**config.mk**
```make
export PLATFORM = sky130hd
export DESIGN_NAME = rv32_instr_encoder_flat
export DESIGN_NICKNAME = d
export VERILOG_FILES = /design/src/rtl/rv32_instr_encoder_pkg.sv /design/src/rtl/rv32_instr_encoder_if.sv /design/src/rtl/rv32_instr_encoder_instr_fifo.sv /design/src/rtl/rv32_instr_encoder.sv /design/src/flat_wrapper.sv
export SDC_FILE = /design/constraint.sdc
export NUM_CORES = 1
export LEC_CHECK = 0
export CAP_MARGIN = 20
export CORE_ASPECT_RATIO = 2
export CORE_MARGIN = 3
export CORE_UTILIZATION = 38
export DETAILED_ROUTE_END_ITERATION = 10
export MAX_ROUTING_LAYER = met4
export PLACE_DENSITY = 0.69
export RECOVER_POWER = 25
export SYNTH_ARGS = -nofsm -noshare
export SYNTH_HDL_FRONTEND = slang
export SYNTH_SLANG_ARGS = --single-unit
```
**constraint.sdc**
```tcl
create_clock -name clk -period 4.7 [get_ports clk]
set_input_delay 0.47 -clock clk [delete_from_list [all_inputs] [get_ports clk]]
set_output_delay 0.47 -clock clk [all_outputs]
set_load 0.05 [all_outputs]
```
**src/rtl/rv32_instr_encoder_pkg.sv**
```systemverilog
// Shared constants for the RV32I instruction encoder.
//   - RV32I opcodes, funct3/funct7 field values and the canonical NOP word
//   - ALU control codes, numerically identical to the ID-stage decoder's
//   - writer FSM state type
package rv32_instr_encoder_pkg;

    localparam logic [6:0] OPC_R   = 7'b0110011;
    localparam logic [6:0] OPC_I   = 7'b0010011;
    localparam logic [6:0] OPC_LUI = 7'b0110111;

    localparam logic [2:0] F3_ADD  = 3'b000;
    localparam logic [2:0] F3_SLL  = 3'b001;
    localparam logic [2:0] F3_SLT  = 3'b010;
    localparam logic [2:0] F3_SLTU = 3'b011;
    localparam logic [2:0] F3_XOR  = 3'b100;
    localparam logic [2:0] F3_SR   = 3'b101;
    localparam logic [2:0] F3_OR   = 3'b110;
    localparam logic [2:0] F3_AND  = 3'b111;

    localparam logic [6:0] F7_BASE = 7'b0000000;
    localparam logic [6:0] F7_ALT  = 7'b0100000;   // SUB / SRA

    localparam logic [31:0] NOP_WORD = 32'h0000_0013;  // addi x0,x0,0

    // ALU control codes shared with the decoder; 11..15 are not encodable
    localparam logic [3:0] ALU_SLL  = 4'd0;
    localparam logic [3:0] ALU_SRL  = 4'd1;
    localparam logic [3:0] ALU_SRA  = 4'd2;
    localparam logic [3:0] ALU_ADD  = 4'd3;
    localparam logic [3:0] ALU_SUB  = 4'd4;
    localparam logic [3:0] ALU_XOR  = 4'd5;
    localparam logic [3:0] ALU_OR   = 4'd6;
    localparam logic [3:0] ALU_AND  = 4'd7;
    localparam logic [3:0] ALU_SLT  = 4'd8;
    localparam logic [3:0] ALU_SLTU = 4'd9;
    localparam logic [3:0] ALU_LUI  = 4'd10;

    typedef enum logic [1:0] {
        ST_IDLE,
        ST_RUN,
        ST_DRAIN,
        ST_DONE
    } state_e;

endpackage

```
**src/rtl/rv32_instr_encoder_if.sv**
```systemverilog
// Request + instruction-memory write bus of the encoder.
//   master : request source / memory side (drives req_*, mem_ready)
//   slave  : the encoder (drives req_ready, mem_we/addr/wdata)
interface rv32_instr_encoder_if #(
    parameter int ADDR_W = 32
);
    logic              req_valid;
    logic              req_ready;
    logic [3:0]        req_alu_ctrl;
    logic              req_imm_sel;
    logic [4:0]        req_rd;
    logic [4:0]        req_rs1;
    logic [4:0]        req_rs2;
    logic [31:0]       req_imm;
    logic              req_last;
    logic [3:0]        mem_we;
    logic [ADDR_W-1:0] mem_addr;
    logic [31:0]       mem_wdata;
    logic              mem_ready;

    modport master (
        output req_valid, req_alu_ctrl, req_imm_sel, req_rd, req_rs1, req_rs2,
               req_imm, req_last, mem_ready,
        input  req_ready, mem_we, mem_addr, mem_wdata
    );

    modport slave (
        input  req_valid, req_alu_ctrl, req_imm_sel, req_rd, req_rs1, req_rs2,
               req_imm, req_last, mem_ready,
        output req_ready, mem_we, mem_addr, mem_wdata
    );
endinterface

```
**src/rtl/rv32_instr_encoder_instr_fifo.sv**
```systemverilog
// instr_fifo: synchronous FIFO, registered storage, no fall-through.
//   push/din  : write when not full (or when popping in the same cycle)
//   pop/dout  : dout is the head entry; pop ignored when empty
//   full/empty: status flags
// Reset: synchronous, active low (rst_n).
module instr_fifo #(
    parameter int DEPTH = 4,
    parameter int WIDTH = 32
) (
    input  logic             clk,
    input  logic             rst_n,
    input  logic             push,
    input  logic [WIDTH-1:0] din,
    input  logic             pop,
    output logic [WIDTH-1:0] dout,
    output logic             full,
    output logic             empty
);
    localparam int AW = $clog2(DEPTH);

    logic [WIDTH-1:0] mem [DEPTH];
    logic [AW:0]      wr_ptr;
    logic [AW:0]      rd_ptr;
    logic             do_push;
    logic             do_pop;

    // Extra pointer bit tells full from empty when the indices match.
    assign empty   = (wr_ptr == rd_ptr);
    assign full    = (wr_ptr[AW] != rd_ptr[AW]) && (wr_ptr[AW-1:0] == rd_ptr[AW-1:0]);
    assign dout    = mem[rd_ptr[AW-1:0]];
    assign do_pop  = pop && !empty;
    // When full, the slot being freed this cycle is the one written.
    assign do_push = push && (!full || do_pop);

    always_ff @(posedge clk) begin
        if (!rst_n) begin
            wr_ptr <= '0;
            rd_ptr <= '0;
        end else begin
            if (do_push) wr_ptr <= wr_ptr + (AW+1)'(1);
            if (do_pop)  rd_ptr <= rd_ptr + (AW+1)'(1);
        end
    end

    always_ff @(posedge clk) begin
        if (do_push) mem[wr_ptr[AW-1:0]] <= din;
    end
endmodule

```
**src/rtl/rv32_instr_encoder.sv**
```systemverilog
// rv32_instr_encoder: turns ALU-op requests into RV32I words (R-type, I-type,
// LUI) and writes them to instruction memory at consecutive word addresses.
//   clk, rst_n        : clock, synchronous active-low reset
//   start, base_addr  : begin a sequence at base_addr (low 2 bits dropped)
//   bus (slave)       : request handshake + memory write port
//   busy, done        : FSM in RUN/DRAIN, FSM in DONE
//   count             : words written since start (saturating)
//   err               : sticky illegal-request flag, cleared by start
// Optional build macro IMM_RANGE_CHECK_EN: out-of-range immediates become
// NOP + err instead of being truncated.
module rv32_instr_encoder
    import rv32_instr_encoder_pkg::*;
#(
    parameter int FIFO_DEPTH = 4,
    parameter int ADDR_W     = 32,
    parameter int CNT_W      = 16
) (
    input  logic                clk,
    input  logic                rst_n,
    input  logic                start,
    input  logic [ADDR_W-1:0]   base_addr,
    output logic                busy,
    output logic                done,
    output logic [CNT_W-1:0]    count,
    output logic                err,
    rv32_instr_encoder_if.slave bus
);
    state_e            state, state_nxt;
    logic              enc_vld;
    logic [31:0]       enc_word;
    logic              fifo_full, fifo_empty;
    logic              push, pop, accept, start_ok;
    logic [31:0]       head;
    logic [ADDR_W-1:0] addr;

    logic [3:0]  alu;
    logic [31:0] imm;
    logic [2:0]  f3;
    logic [6:0]  f7;
    logic        is_shift, is_lui, bad;
    logic [31:0] word;

    assign alu = bus.req_alu_ctrl;
    assign imm = bus.req_imm;

    // Encoder: pick funct fields, then assemble the format.
    always_comb begin
        f3       = F3_ADD;
        f7       = F7_BASE;
        bad      = 1'b0;
        is_shift = 1'b0;
        is_lui   = 1'b0;
        word     = NOP_WORD;
        case (alu)
            ALU_ADD:  f3 = F3_ADD;
            ALU_SUB:  begin f7 = F7_ALT; bad = bus.req_imm_sel; end  // no SUBI in RV32I
            ALU_SLL:  begin f3 = F3_SLL; is_shift = 1'b1; end
            ALU_SRL:  begin f3 = F3_SR;  is_shift = 1'b1; end
            ALU_SRA:  begin f3 = F3_SR;  f7 = F7_ALT; is_shift = 1'b1; end
            ALU_SLT:  f3 = F3_SLT;
            ALU_SLTU: f3 = F3_SLTU;
            ALU_XOR:  f3 = F3_XOR;
            ALU_OR:   f3 = F3_OR;
            ALU_AND:  f3 = F3_AND;
            ALU_LUI:  is_lui = 1'b1;
            default:  bad = 1'b1;
        endcase
        if (is_lui)
            word = {imm[31:12], bus.req_rd, OPC_LUI};
        else if (!bus.req_imm_sel)
            word = {f7, bus.req_rs2, bus.req_rs1, f3, bus.req_rd, OPC_R};
        else if (is_shift)
            word = {f7, imm[4:0], bus.req_rs1, f3, bus.req_rd, OPC_I};
        else
            word = {imm[11:0], bus.req_rs1, f3, bus.req_rd, OPC_I};
`ifdef IMM_RANGE_CHECK_EN
        if (is_lui)
            bad = bad | (imm[11:0] != 12'd0);
        else if (bus.req_imm_sel && is_shift)
            bad = bad | (imm[31:5] != 27'd0);
        else if (bus.req_imm_sel)
            bad = bad | !((imm[31:11] == '0) || (imm[31:11] == '1));
`endif
        if (bad) word = NOP_WORD;
    end

    // Writer side: head of FIFO is presented until memory takes it.
    assign pop           = !fifo_empty && bus.mem_ready;
    assign push          = enc_vld && (!fifo_full || pop);
    assign bus.req_ready = (state == ST_RUN) && (!enc_vld || push);
    assign accept        = bus.req_valid && bus.req_ready;
    assign start_ok      = start && ((state == ST_IDLE) || (state == ST_DONE));
    assign bus.mem_we    = fifo_empty ? 4'h0 : 4'hF;
    assign bus.mem_addr  = addr;
    assign bus.mem_wdata = fifo_empty ? 32'd0 : head;

    instr_fifo #(
        .DEPTH(FIFO_DEPTH),
        .WIDTH(32)
    ) u_fifo (
        .clk   (clk),
        .rst_n (rst_n),
        .push  (push),
        .din   (enc_word),
        .pop   (pop),
        .dout  (head),
        .full  (fifo_full),
        .empty (fifo_empty)
    );

    always_ff @(posedge clk) begin
        if (!rst_n) state <= ST_IDLE;
        else        state <= state_nxt;
    end

    always_comb begin
        state_nxt = state;
        busy      = 1'b0;
        done      = 1'b0;
        case (state)
            ST_IDLE:  if (start) state_nxt = ST_RUN;
            ST_RUN: begin
                busy = 1'b1;
                if (accept && bus.req_last) state_nxt = ST_DRAIN;
            end
            ST_DRAIN: begin
                busy = 1'b1;
                if (!enc_vld && fifo_empty) state_nxt = ST_DONE;
            end
            ST_DONE: begin
                done = 1'b1;
                if (start) state_nxt = ST_RUN;
            end
            default:  state_nxt = ST_IDLE;
        endcase
    end

    always_ff @(posedge clk) begin
        if (!rst_n) begin
            enc_vld  <= 1'b0;
            enc_word <= '0;
            addr     <= '0;
            count    <= '0;
            err      <= 1'b0;
        end else begin
            if (accept) begin
                enc_vld  <= 1'b1;
                enc_word <= word;
                if (bad) err <= 1'b1;
            end else if (push) begin
                enc_vld <= 1'b0;
            end
            // start_ok and accept/pop are mutually exclusive by state
            if (start_ok) begin
                addr  <= base_addr & ~ADDR_W'(3);
                count <= '0;
                err   <= 1'b0;
            end else if (pop) begin
                addr <= addr + ADDR_W'(4);
                if (count != '1) count <= count + CNT_W'(1);
            end
        end
    end
endmodule

```
**src/flat_wrapper.sv**
```systemverilog
// flat-port wrapper written by rule: the top's interface ports become plain ports
module rv32_instr_encoder_flat import rv32_instr_encoder_pkg::*;
#(
    parameter int FIFO_DEPTH = 4,
    parameter int ADDR_W     = 32,
    parameter int CNT_W      = 16
)
  (clk, rst_n, start, base_addr, busy, done, count, err, bus_req_valid, bus_req_alu_ctrl, bus_req_imm_sel, bus_req_rd, bus_req_rs1, bus_req_rs2, bus_req_imm, bus_req_last, bus_mem_ready, bus_req_ready, bus_mem_we, bus_mem_addr, bus_mem_wdata);
  rv32_instr_encoder_if #(.ADDR_W(ADDR_W)) bus_i ();
  input  logic clk;
  input  logic rst_n;
  input  logic start;
  input  logic [ADDR_W-1:0] base_addr;
  output logic busy;
  output logic done;
  output logic [CNT_W-1:0] count;
  output logic err;
  input wire logic [$bits(bus_i.req_valid)-1:0] bus_req_valid;
  input wire logic [$bits(bus_i.req_alu_ctrl)-1:0] bus_req_alu_ctrl;
  input wire logic [$bits(bus_i.req_imm_sel)-1:0] bus_req_imm_sel;
  input wire logic [$bits(bus_i.req_rd)-1:0] bus_req_rd;
  input wire logic [$bits(bus_i.req_rs1)-1:0] bus_req_rs1;
  input wire logic [$bits(bus_i.req_rs2)-1:0] bus_req_rs2;
  input wire logic [$bits(bus_i.req_imm)-1:0] bus_req_imm;
  input wire logic [$bits(bus_i.req_last)-1:0] bus_req_last;
  input wire logic [$bits(bus_i.mem_ready)-1:0] bus_mem_ready;
  output wire logic [$bits(bus_i.req_ready)-1:0] bus_req_ready;
  output wire logic [$bits(bus_i.mem_we)-1:0] bus_mem_we;
  output wire logic [$bits(bus_i.mem_addr)-1:0] bus_mem_addr;
  output wire logic [$bits(bus_i.mem_wdata)-1:0] bus_mem_wdata;
  assign bus_i.req_valid = bus_req_valid;
  assign bus_i.req_alu_ctrl = bus_req_alu_ctrl;
  assign bus_i.req_imm_sel = bus_req_imm_sel;
  assign bus_i.req_rd = bus_req_rd;
  assign bus_i.req_rs1 = bus_req_rs1;
  assign bus_i.req_rs2 = bus_req_rs2;
  assign bus_i.req_imm = bus_req_imm;
  assign bus_i.req_last = bus_req_last;
  assign bus_i.mem_ready = bus_mem_ready;
  assign bus_req_ready = bus_i.req_ready;
  assign bus_mem_we = bus_i.mem_we;
  assign bus_mem_addr = bus_i.mem_addr;
  assign bus_mem_wdata = bus_i.mem_wdata;
  rv32_instr_encoder #(.FIFO_DEPTH(FIFO_DEPTH), .ADDR_W(ADDR_W), .CNT_W(CNT_W)) u_core (.clk(clk), .rst_n(rst_n), .start(start), .base_addr(base_addr), .busy(busy), .done(done), .count(count), .err(err), .bus(bus_i));
endmodule
```
==> results.json <==
{
  "worstSetupStartpointType": "flip-flop",
  "worstPathArrival_ns": 3.49,
  "finalClockSkew_ns": 0.0130,
  "cts.clk_slew.worst_paths_ns": 0.07,
  "die_h_um": 226,
  "hold_buffers": 0,
  "post_cts_buffers": 0,
  "place.gp.congestion": 0.868,
  "root_buffer": "clkbuf_16",
  "fp.dieW_um": 116,
  "outcome": "completed",
  "crit_type": "reg2out",
  "cts_max_level": 4,
  "drv_slew": 0,
  "numClockSinks": 198,
  "start_util_pct": 38.9,
  "antenna_cells": 0,
  "setup-tns-final_ns": 0,
  "viasPerCell": 5.61,
  "p_leak_uw": 0.00386,
  "relSlewSlack_pct": 38.3,
  "post_drt_wl_per_cell_um": 19.8,
  "drc_errors": 0,
  "dp_cells": 1202,
  "final_common_cell": "clkdlybuf4s50_1",
  "via_count": 6935,
  "grt_pass1_vias": 7070,
  "drive_gt1_share_pct": 10.6,
  "clock_latency_ns": 0.43,
  "layout_common_cells": "clkdlybuf4s50_1 (171), edfxtp_1 (112), dfxtp_1 (85)",
  "ios": 178,
  "required_ns": 4.23,
  "clock.fmax_ghz": 0.252,
  "grt_usage_pct": 19.7,
  "dp_hpwl_um": 17500,
  "synth_area_per_cell_um2": 11.6,
  "io_buffers": 171,
  "ys_seq_elements": 198,
  "ys_warn_count": 0,
  "hold_violations": 0,
  "powerDensity_nw_per_um2": 474,
  "rsz0062_at_grt": "false",
  "core_um2": 23500,
  "instances_no_fill": 1236,
  "gr-total-overflow": 0,
  "holdCritPathClass": "reg2reg",
  "period_share_pct": 84.3,
  "ir_worst_vdd_uv": 345,
  "synth-edff-count": 112,
  "ys_async_sr_fraction_pct": 0,
  "dieArea_um2": 26100,
  "syn_inst": 788,
  "ant_nets": 0,
  "antenna_found_initial": 0,
  "cp_max_fo": 34,
  "yosysSeqAreaShare_pct": 55.5,
  "area_growth_pct": 28.1,
  "routed_wl_um": 24500,
  "drt_iter0_markers": 282,
  "setup_viol_count_final": 0,
  "cp-end-kind": "output port",
  "firstDrtPassIters": 4,
  "yosysUniqueCellTypes": 70,
  "worstMarginPinSlew_ns": 0.924,
  "cts_tree": "yes",
  "cts-resized-gates": 0,
  "hold_slack_ns": 0.472,
  "syn_area_um2": 9160,
  "nets": 1040,
  "numCtsBuffers": 17,
  "maxCapViolCount": 0,
  "grt_first_pass_wirelength_um": 38100,
  "cts.path.max_buffers": 2,
  "synth-main-ff-cell": "edfxtp_1",
  "grt_start_max_net_pins": 42,
  "min_period_ns": 3.96,
  "power_uw": 5560,
  "fp-row-count": 79
}
## power by group
group	internal (uW)	leakage, uW	total (uW)	switching [uW]
clock network	743	0.000281	1410	670
registers	2020	0.00175	2250	223
logic	687	0.00183	1900	1210
total	3450	0.00386	5560	2110
## metrics by stage
step                      cell area, um^2  worst slack, ns  utilization (%)
after CTS                           11700            0.661             49.7
after floorplan                      9170             1.92                -
after global routing                11700            0.556             49.9
after detailed placement            11100             1.13             47.3
after global placement              11100             1.19             47.3
final                               11700            0.739             49.9
## kinds of logic after synthesis
| logic type | share of synthesized area (%) |
|---|---|
| and+or+nand+nor | 15.1 |
| xor gates and xnor gates | 1.41 |
| other | 0.0409 |
| muxes | 8.92 |
| buffers and inverters | 4.06 |
| adders and majority gates | 1.48 |
| AOI/OAI and AO/OA | 13.5 |
| DFF | 55.5 |
## routing by layer
metal | track usage [%] | up-vias | part of all wire [%] | routed length, um
met1 | 19.8 | 3363 | 35 | 8710
met3 | 3.74 | 33 | 4.9 | 1190
met5 | - | - | 0 | 0
met2 | 36.7 | 187 | 57 | 13900
met4 | 7.27 | 0 | 2.8 | 698
li1 | - | 3352 | - | -
## sequential cells by signal (all words and copies together) (netlist names), named ones only
signal / cells
u_core.enc_vld: 1
u_core.u_fifo.rd_ptr: 3
u_core.bus.mem_addr: 30
u_core.count: 16
u_core.enc_word: 28
u_core.u_fifo.wr_ptr: 3
u_core.u_fifo.mem: 112
u_core.state: 2
u_core.err: 1
## worst paths after layout
path                                 from             endpoint  slack, ns  cells after the start
hold / removal                 u_core.err           u_core.err       0.47                      1
hold reg to reg                u_core.err           u_core.err       0.47                      1
setup reg to reg  u_core.u_fifo.wr_ptr[1]  u_core.enc_word[21]       2.11                      5
setup / recovery  u_core.u_fifo.wr_ptr[1]     bus_mem_wdata[4]       0.74                      6
## critical path: stages, from the launching register on
cell	delay (ns)
dfxtp_1	0.48
xor2_2	0.72
nor3_2	0.08
buf_4	0.24
inv_2	0.44
and2_1	0.25
clkdlybuf4s50_1	0.82
## cell type report
type                            count  area, um^2
Fill cell                        2121       11800
Sequential cell                   198        5090
Multi-Input combinational cell    507        3740
Timing Repair Buffer              191        1880
Clock buffer                       20         468
Tap cell                          283         354
Clock inverter                     12         106
Inverter                           25        93.8
## synthesized netlist by cell type (10+ instances only)
cell | count | area [um^2]
edfxtp_1 | 112 | 3360
a21oi_1 | 42 | 210
o31ai_1 | 15 | 113
o21ai_1 | 20 | 100
or3_1 | 11 | 68.8
a32oi_1 | 10 | 87.6
mux2i_1 | 13 | 130
buf_2 | 12 | 60.1
nand4_1 | 18 | 113
or4_1 | 21 | 158
a31oi_1 | 22 | 138
nand2_1 | 59 | 221
nor4_1 | 10 | 62.6
mux4_2 | 28 | 631
and3_1 | 10 | 62.6
inv_1 | 24 | 90.1
and2_1 | 35 | 219
o21ai_0 | 31 | 155
dfxtp_1 | 86 | 1720
ha_1 | 10 | 125
clkbuf_1 | 39 | 146
nor2_1 | 21 | 78.8
nand3_1 | 31 | 155
No activity file was read; power rests on OpenSTA's default activity.
